$ cat config.mk
export PLATFORM = sky130hd
export DESIGN_NAME = complete_graph_flow_sched_flat
export DESIGN_NICKNAME = d
export VERILOG_FILES = /design/src/rtl/complete_graph_flow_sched_if.sv /design/src/rtl/complete_graph_flow_sched.sv /design/src/flat_wrapper.sv
export SDC_FILE = /design/constraint.sdc
export NUM_CORES = 1
export LEC_CHECK = 0
export ABC_AREA = 1
export CORE_MARGIN = 5
export CORE_UTILIZATION = 28
export CTS_CLUSTER_DIAMETER = 50
export DETAILED_ROUTE_END_ITERATION = 7
export DONT_BUFFER_PORTS = 1
export PLACE_DENSITY = 0.5
export SKIP_LAST_GASP = 1
export SYNTH_ARGS = -nofsm -noshare
export SYNTH_HDL_FRONTEND = slang
export SYNTH_SLANG_ARGS = --single-unit
export TNS_END_PERCENT = 10
$ cat constraint.sdc
create_clock -name clk -period 3.6 [get_ports clk]
set_clock_uncertainty 0.05 [all_clocks]
set_input_delay 0.9 -clock clk [delete_from_list [all_inputs] [get_ports clk]]
set_output_delay 0.9 -clock clk [all_outputs]
set_load 0.05 [all_outputs]
$ cat src/rtl/complete_graph_flow_sched_if.sv
`timescale 1ns/1ps
`default_nettype none
// ============================================================================
// Module   : complete_graph_flow_sched_if
// Brief    : Requester/scheduler bundle for the complete-graph flow scheduler.
// Revision : 1.0
// ============================================================================
interface complete_graph_flow_sched_if #(
  parameter int N = 8
);
  localparam int IW = $clog2(N);

  logic [N-1:0]    req;
  logic [N*IW-1:0] req_dst;
  logic            abort;
  logic [N-1:0]    valve_open;
  logic            pump_en;
  logic            busy;
  logic [IW-1:0]   grant_id;
  logic [N-1:0]    ack;
  logic            err;

  modport master (
    output req, req_dst, abort,
    input  valve_open, pump_en, busy, grant_id, ack, err
  );

  modport slave (
    input  req, req_dst, abort,
    output valve_open, pump_en, busy, grant_id, ack, err
  );
endinterface
`default_nettype wire

$ cat src/rtl/complete_graph_flow_sched.sv
`timescale 1ns/1ps
`default_nettype none
// ============================================================================
// Module   : complete_graph_flow_sched
// Brief    : Round-robin transfer scheduler sequencing port valves and pump.
// Revision : 1.0
// ============================================================================
module complete_graph_flow_sched #(
  parameter int N          = 8,
  parameter int SETTLE_CYC = 2,
  parameter int PUMP_CYC   = 4
) (
  input  logic                           clk,
  input  logic                           rst_n,
  complete_graph_flow_sched_if.slave     bus
);
  localparam int IW      = $clog2(N);
  localparam int C_MAXC  = (SETTLE_CYC > PUMP_CYC) ? SETTLE_CYC : PUMP_CYC;
  localparam int CW      = $clog2(C_MAXC + 1);
  localparam logic [CW-1:0] C_SET_LOAD  = CW'(SETTLE_CYC - 1);
  localparam logic [CW-1:0] C_PUMP_LOAD = CW'(PUMP_CYC - 1);

  typedef enum logic [2:0] {
    S_IDLE      = 3'd0,
    S_OPEN_DST  = 3'd1,
    S_OPEN_SRC  = 3'd2,
    S_PUMP      = 3'd3,
    S_CLOSE_SRC = 3'd4,
    S_DONE      = 3'd5
  } state_t;

  state_t        r_state, w_state_nx;
  logic [CW-1:0] r_cnt, w_cnt_nx;
  logic [IW-1:0] r_src, w_src_nx, r_dst, w_dst_nx, r_ptr, w_ptr_nx;
  logic [IW-1:0] r_grant, w_grant_nx;
  logic          r_errf, w_errf_nx;
  logic [N-1:0]  r_valve, w_valve_nx, r_ack, w_ack_nx;
  logic          r_pump, w_pump_nx, r_busy, w_busy_nx, r_err, w_err_nx;

  logic          w_found;
  logic [IW-1:0] w_pick, w_cand, w_pick_dst;

  // Round-robin search starting at the pointer, wrapping modulo N.
  always_comb begin
    w_found = 1'b0;
    w_pick  = '0;
    w_cand  = '0;
    for (int k = 0; k < N; k++) begin
      w_cand = IW'((int'(r_ptr) + k) % N);
      if (!w_found && bus.req[w_cand]) begin
        w_found = 1'b1;
        w_pick  = w_cand;
      end
    end
    w_pick_dst = bus.req_dst[w_pick*IW +: IW];
  end

  always_comb begin
    w_state_nx = r_state;
    w_cnt_nx   = r_cnt;
    w_src_nx   = r_src;
    w_dst_nx   = r_dst;
    w_ptr_nx   = r_ptr;
    w_grant_nx = r_grant;
    w_errf_nx  = r_errf;
    case (r_state)
      S_IDLE: begin
        if (w_found) begin
          w_src_nx   = w_pick;
          w_dst_nx   = w_pick_dst;
          w_grant_nx = w_pick;
          w_ptr_nx   = (w_pick == IW'(N - 1)) ? '0 : w_pick + IW'(1);
          if (w_pick_dst == w_pick || int'(w_pick_dst) >= N) begin
            w_errf_nx  = 1'b1;
            w_state_nx = S_DONE;
          end else begin
            w_errf_nx  = 1'b0;
            w_state_nx = S_OPEN_DST;
            w_cnt_nx   = C_SET_LOAD;
          end
        end
      end
      S_OPEN_DST: begin
        if (bus.abort) begin
          w_errf_nx  = 1'b1;
          w_state_nx = S_DONE;
        end else if (r_cnt == '0) begin
          w_state_nx = S_OPEN_SRC;
          w_cnt_nx   = C_SET_LOAD;
        end else begin
          w_cnt_nx = r_cnt - CW'(1);
        end
      end
      S_OPEN_SRC, S_PUMP: begin
        if (bus.abort) begin
          w_errf_nx  = 1'b1;
          w_state_nx = S_CLOSE_SRC;
          w_cnt_nx   = C_SET_LOAD;
        end else if (r_cnt == '0) begin
          w_state_nx = (r_state == S_OPEN_SRC) ? S_PUMP : S_CLOSE_SRC;
          w_cnt_nx   = (r_state == S_OPEN_SRC) ? C_PUMP_LOAD : C_SET_LOAD;
        end else begin
          w_cnt_nx = r_cnt - CW'(1);
        end
      end
      S_CLOSE_SRC: begin
        if (r_cnt == '0) w_state_nx = S_DONE;
        else             w_cnt_nx   = r_cnt - CW'(1);
      end
      S_DONE:  w_state_nx = S_IDLE;
      default: w_state_nx = S_IDLE;
    endcase
  end

  // Outputs are decoded from the next state so they change with the state register.
  always_comb begin
    w_valve_nx = '0;
    w_pump_nx  = 1'b0;
    w_ack_nx   = '0;
    w_err_nx   = 1'b0;
    w_busy_nx  = (w_state_nx != S_IDLE);
    case (w_state_nx)
      S_OPEN_DST, S_CLOSE_SRC: w_valve_nx[w_dst_nx] = 1'b1;
      S_OPEN_SRC: begin
        w_valve_nx[w_dst_nx] = 1'b1;
        w_valve_nx[w_src_nx] = 1'b1;
      end
      S_PUMP: begin
        w_valve_nx[w_dst_nx] = 1'b1;
        w_valve_nx[w_src_nx] = 1'b1;
        w_pump_nx            = 1'b1;
      end
      S_DONE: begin
        w_ack_nx[w_src_nx] = 1'b1;
        w_err_nx           = w_errf_nx;
      end
      default: ;
    endcase
  end

  always_ff @(posedge clk or negedge rst_n) begin
    if (!rst_n) begin
      r_state <= S_IDLE;
      r_cnt   <= '0;
      r_src   <= '0;
      r_dst   <= '0;
      r_ptr   <= '0;
      r_grant <= '0;
      r_errf  <= 1'b0;
      r_valve <= '0;
      r_pump  <= 1'b0;
      r_busy  <= 1'b0;
      r_ack   <= '0;
      r_err   <= 1'b0;
    end else begin
      r_state <= w_state_nx;
      r_cnt   <= w_cnt_nx;
      r_src   <= w_src_nx;
      r_dst   <= w_dst_nx;
      r_ptr   <= w_ptr_nx;
      r_grant <= w_grant_nx;
      r_errf  <= w_errf_nx;
      r_valve <= w_valve_nx;
      r_pump  <= w_pump_nx;
      r_busy  <= w_busy_nx;
      r_ack   <= w_ack_nx;
      r_err   <= w_err_nx;
    end
  end

  assign bus.valve_open = r_valve;
  assign bus.pump_en    = r_pump;
  assign bus.busy       = r_busy;
  assign bus.grant_id   = r_grant;
  assign bus.ack        = r_ack;
  assign bus.err        = r_err;
endmodule
`default_nettype wire

$ cat src/flat_wrapper.sv
// flat-port wrapper written by rule: the top's interface ports become plain ports
module complete_graph_flow_sched_flat 
#(
  parameter int N          = 8,
  parameter int SETTLE_CYC = 2,
  parameter int PUMP_CYC   = 4
)
  (clk, rst_n, bus_req, bus_req_dst, bus_abort, bus_valve_open, bus_pump_en, bus_busy, bus_grant_id, bus_ack, bus_err);
  complete_graph_flow_sched_if #(.N(N)) bus_i ();
  input  logic clk;
  input  logic rst_n;
  input wire logic [$bits(bus_i.req)-1:0] bus_req;
  input wire logic [$bits(bus_i.req_dst)-1:0] bus_req_dst;
  input wire logic [$bits(bus_i.abort)-1:0] bus_abort;
  output wire logic [$bits(bus_i.valve_open)-1:0] bus_valve_open;
  output wire logic [$bits(bus_i.pump_en)-1:0] bus_pump_en;
  output wire logic [$bits(bus_i.busy)-1:0] bus_busy;
  output wire logic [$bits(bus_i.grant_id)-1:0] bus_grant_id;
  output wire logic [$bits(bus_i.ack)-1:0] bus_ack;
  output wire logic [$bits(bus_i.err)-1:0] bus_err;
  assign bus_i.req = bus_req;
  assign bus_i.req_dst = bus_req_dst;
  assign bus_i.abort = bus_abort;
  assign bus_valve_open = bus_i.valve_open;
  assign bus_pump_en = bus_i.pump_en;
  assign bus_busy = bus_i.busy;
  assign bus_grant_id = bus_i.grant_id;
  assign bus_ack = bus_i.ack;
  assign bus_err = bus_i.err;
  complete_graph_flow_sched #(.N(N), .SETTLE_CYC(SETTLE_CYC), .PUMP_CYC(PUMP_CYC)) u_core (.clk(clk), .rst_n(rst_n), .bus(bus_i));
endmodule
* Word-level counts from Yosys, hierarchy flattened *
Cells that the tools add are included.
Widths: inputs -> output; s select.

storage, ports and cells
  register bits = 38
  input bits = 35
  output and inout port bits = 22

operators by class
  add/sub/neg operators = 9
  multiply operators = 1
  $lt $le $gt $ge = 12
  equal/unequal tests = 15
  shift-type cells = 1
  multiplexer cells = 67
  bitwise gates (word level) = 1
  reduce and logical (&&, ||, !) cells = 26

operator list
  cell                 number
  $mux 3               28
  $lt 3x4->1 const B   10
  $bmux 1 s3           8
  $pmux 3 s4           2
  $shiftx 24x6->3      1
  $mux 1               23
  $pmux 8 s2           1
  $add 3x3->3 const B  4
  $eq 3x2->1 const B   4
  $eq 3x3->1 const B   4
  $logic_and 1x1->1    9
  $mux 8               1
  $or 8x8->8           1
  $logic_not 1->1      7
  $add 3x1->3 const B  2
  $add 3x2->3 const B  2
  $demux 1 s3          2
  $eq 3x1->1 const B   2
  $ge 3x1->1 const B   2
  $logic_not 3->1      2
  $ne 2x2->1 const B   3
  $reduce_or 2->1      3
  $mul 3x2->5 const B  1
  $reduce_and 5->1     1
  9 further kinds      9

* Depth between registers and ports, before layout *
  word-level depth = 34
  depth in mapped cells = 29
  gate-level depth less buffers = 25

* Least setup slack after synthesis *
No wires, ideal clock.

  path kind = reg2reg
  from = register u_core.r_ptr[0]
  to = register u_core.r_cnt[2]
  library setup time = 0.117 ns
  arrival = 3.067 ns
  required time = 3.433 ns
  path slack = 0.366 ns
  stages on the path, launching flop included = 27
  clock period less this slack = 3.234 ns
  path through = dfrtp_1 buf_4 inv_2 buf_6 ha_1 inv_1 nand3_1 nand3_2 nand2_4 nor2_4 nand4_4 nor2_4 nand3_1 nand2_4 nand2_4 buf_6 nand2_1 nand3_1 nand3_1 nand2_1 nand2_1 nand2_2 nand3_2 nand3_2 buf_6 nand2_1 nand2_1

between the ends
  longest elaborated chain between the ends = 29

RTL lines
  element                                                               line                              RTL
  start, declared                                                       complete_graph_flow_sched.sv:34   logic [IW-1:0] r_src, w_src_nx, r_dst, w_dst_nx, r_ptr, w_ptr_nx;
  start signal, assigned                                                complete_graph_flow_sched.sv:160  r_ptr <= w_ptr_nx;
  parallel branches: the longest is 28 deep, another holds $add 3x1->3  --
  $reduce_and 5->1 (no line) *                                          --
  end signal, assigned                                                  complete_graph_flow_sched.sv:157  r_cnt <= w_cnt_nx;
  end, declared                                                         complete_graph_flow_sched.sv:33   logic [CW-1:0] r_cnt, w_cnt_nx;

Every way passes the cells marked *. The select of a mux whose other input is x is not followed.
A chain may end at the register's enable or synchronous reset.

* Worst setup path after layout *
  from = register u_core.r_ptr[1]
  to = register u_core.r_valve[7], in the netlist u_core.bus.valve_open[7]

RTL lines
  element                                                                line                                                                RTL
  parallel branches: the longest is 24 deep, another holds $add 3x1->3   --
  $mux 3 *                                                               complete_graph_flow_sched.sv:68                                     if (w_found) begin
  $mux 3 *                                                               complete_graph_flow_sched.sv:66                                     case (r_state)
  net u_core.w_src_nx[1]                                                 complete_graph_flow_sched.sv:34
  $lt 3x4->1 (implied by the code) / $ge 3x1->1 (equally long branches)  complete_graph_flow_sched.sv:126, complete_graph_flow_sched.sv:130
  $logic_and 1x1->1 (implied by the code)                                complete_graph_flow_sched.sv:126, complete_graph_flow_sched.sv:130
  $mux 1 (implied by the code)                                           complete_graph_flow_sched.sv:126, complete_graph_flow_sched.sv:130
  $demux 1 s3 *                                                          --
  $or 8x8->8 (no line) *                                                 --
  $pmux 8 s2 *                                                           complete_graph_flow_sched.sv:122                                    case (w_state_nx)
  net u_core.w_valve_nx[7]                                               complete_graph_flow_sched.sv:37                                     logic [N-1:0] r_valve, w_valve_nx, r_ack, w_ack_nx;
  end signal, assigned                                                   complete_graph_flow_sched.sv:163                                    r_valve <= w_valve_nx;
  end, declared                                                          complete_graph_flow_sched.sv:37

Mark *: on every way through the listed nets, which the timed path passes. The select of a mux whose other input is x is not followed.

==> flow_summary.toml <==
[synthesis]
synth_nets = 485
synth_simple_gate_area_share_pct = 47.46
async_flop_share_pct = 100.0
syn_avg_cell_area_um2 = 6.920
muxShareOfSynthArea_pct = 0
synth_xor_area_share_pct = 1.950
synth_cells = 445
synth_edf_count = 0
synthAdderAreaFrac_pct = 2.032
netlist_area_um2 = 3079
synth_compound_area_share_pct = 5.811
ys.flop_type = "dfrtp_1"
ys_seq_elements = 38
yosysWarningCount = 0
synth_top_family_by_area = "simple AND/OR/NAND/NOR gates"
yosysSeqAreaShare_pct = 30.88
yosysUniqueCellTypes = 38

[sta]
worst_pin_slew_ns = 0.5331
slew_headroom_pct = 64.22
setup_violations = 0
slew_viol_final = 0
hold_viol = 0
period_needed_ns = 3.208
rsz0062_at_grt = "true"
post-route-period-util_pct = 89.10
fmax_mhz = 311.7

[worst_setup_path]
path_class = "reg2reg"
regToRegSetupSlack_ns = 0.39
end_kind = "flop"
crit_arrival_ns = 3.37
worstPathRequired_ns = 3.76
crit_start = "u_core.r_ptr[1]"
crit_fanout = 6
cp-start-kind = "flop"
r2r-start = "u_core.r_ptr[1]"

[place]
hpwl_mm = 6.434
place_congestion = 0.8821
io_buffers = 0
dpl_cell_area_um2 = 3324

[drt]
antenna_left = 0
via_per_inst = 4.623
drtIter0Drc = 143
vias = 2792
remaining_drc_errors = 0
routedWlPerCell_um = 13.34
first_pass_iters = 4
routed_wl_mm = 8.057

[clocking]
clk_path_buf_depth = 2
cts_tree = "yes"
clk_latency_ns = 0.28
postCtsHoldBufs = 0
htree_levels = 2
cts-root-buf = "clkbuf_8"
clk_pin_slew_ns = 0.07
cts_sinks = 38
numCtsBuffers = 5
post-cts-setup-buffers = 0

[grt]
grt_pass1_wl_mm = 13.79
grt_max_degree = 39
grt_antenna_before_repair = 0
grt_pass1_vias = 2844
track_usage_pct = 12.94
gr-total-overflow = 0

[layout]
multi_input_area_um2 = 1780
areaGrowthSynthToFinish_pct = 11.62
fill_cells = 1198
fin_area_um2 = 3437
nets = 503
register_area_um2 = 950.9
drive_gt1_share_pct = 18.75
num_antenna_cells = 0

[die]
fp.dieW_um = 114.9
rows = 38
ioPinCount = 57
die_y_um = 114.9
initial_core_util_pct = 28.53
dieArea_um2 = 13190
core_area_um2 = 10790

[job]
drv_cap = 0

[worst_hold_path]
min_path_type = "in2async"

[run_status]
status = "finished, final reports clean"
placed cells by master (no fill, tap or decap), types with 2 or more instances in the layout:
master    synthesis  routed
a21oi_1           4       4
buf_4             4      19
clkbuf_8          0       6
dfrtp_1          38      38
ha_1              5       5
inv_1            70      69
inv_2             6       7
nand2_1         101     100
nand2_2          17      18
nand2_4           7       7
nand3_1          73      73
nand3_2          14      13
nand3_4           1       2
nand3b_1          4       4
nand4_1           5       5
nor2_1           46      46
nor2_4            4       4
nor3_1            5       5
nor4_1            2       2
o21ai_0          13      12
o21ai_1           1       2
o22ai_1           2       2
xnor2_1           3       3
xor2_2            1       2
cell type report:
| type | count | area share, % |
|---|---|---|
| sequential | 38 | 27.67 |
| clock buffer | 7 | 2.512 |
| multi-input combinational | 322 | 51.80 |
| inverter | 76 | 8.300 |
| clock inverter | 1 | 0.1456 |
| tap | 140 | 5.096 |
| timing repair buffer | 20 | 4.478 |
final timing paths:
kind,cells past startpoint,end
setup / recovery,21,u_core.bus.valve_open[7]
hold / removal,0,u_core.bus.valve_open[7]
setup reg to reg,21,u_core.bus.valve_open[7]
hold reg to reg,2,u_core.r_cnt[1]
max in group asynchronous,0,u_core.r_ptr[2]
min in group clk,2,u_core.r_cnt[1]
cells in the mapped netlist, types with 2 or more instances:
cell	number	area [µm²]
nor2_1	46	172.7
o22ai_1	2	12.51
buf_6	4	45.04
inv_1	70	262.8
o21ai_0	13	65.06
nand2_1	101	379.1
nor2_4	4	45.04
nand2_4	7	78.83
nor3_1	5	25.02
dfrtp_1	38	950.9
nand3b_1	4	30.03
buf_4	4	30.03
nand4_1	5	31.28
xnor2_1	3	26.28
inv_2	6	22.52
ha_1	5	62.56
nand3_1	73	365.4
nand2_2	17	106.4
nand3_2	14	140.1
a21oi_1	4	20.02
nor4_1	2	12.51
xor2_1	2	17.52
logic make-up (layout without fill, tap and decap cells):
| kind of cell | count (synthesis) | in the layout |
|---|---|---|
| DFF | 38 | 38 |
| AOI/OAI and AO/OA | 28 | 28 |
| and+or+nand+nor | 283 | 283 |
| xor gates and xnor gates | 6 | 6 |
| buffers and inverters | 85 | 104 |
| adders and majority gates | 5 | 5 |
worst max-delay path, stage by stage, from the launching register on:
cell     delay [ns]
dfrtp_1        0.38
inv_2          0.05
ha_1           0.30
buf_4          0.16
nand3_1        0.12
nand2_1        0.08
nor2_1         0.06
a31oi_2        0.22
inv_2          0.09
nor4_1         0.33
buf_4          0.18
inv_1          0.04
nand2_2        0.07
buf_4          0.12
nand2_1        0.04
nand2_1        0.16
inv_1          0.09
nor3_1         0.22
nand2_1        0.10
o21ai_1        0.12
inv_1          0.06
nor2_1         0.09
through the flow:
| step | TNS, ns | std cells | hold WS [ns] | worst slack [ns] | util [%] |
|---|---|---|---|---|---|
| after floorplan | 0 | 445 | 0.3919 | 0.3664 | - |
| after global placement | 0 | 596 | 0.4246 | 0.1333 | 30.80 |
| after detailed placement | 0 | 596 | 0.4260 | 0.1532 | 30.80 |
| after CTS | 0 | 604 | 0.2437 | 0.1408 | 31.65 |
| after global routing | -0.01606 | 604 | 0.2345 | -0.01210 | 31.85 |
| final | 0 | 604 | 0.2579 | 0.3922 | 31.85 |
timing repair:
action | CTS | global route
endpoints found under the setup margin | 0 | 21
endpoints found under the hold margin | 0 | 0
gates resized for setup | 0 | 6
registers in the layout, summed over array words and instances (netlist names):
signal	flops
u_core.bus.ack	8
u_core.bus.valve_open	8
u_core.bus.grant_id	3
u_core.r_cnt	3
u_core.r_dst	3
u_core.r_ptr	3
u_core.r_src	3
u_core.r_state	3
u_core.bus.busy	1
u_core.bus.err	1
u_core.bus.pump_en	1
u_core.r_errf	1
layer usage:
layer	vias up	track usage, %	part of all wire, %	routed length [µm]
met3	8	3.368	7.4	597
met1	1238	17.53	46	3690
li1	1447	-	-	-
met2	99	20.83	46	3688
met4	0	2.817	1.0	81
met5	-	0	0	0
Power is left out: the tool's default activity adds up to more than one toggle a clock period on the data nets, which glitch-free logic cannot reach.
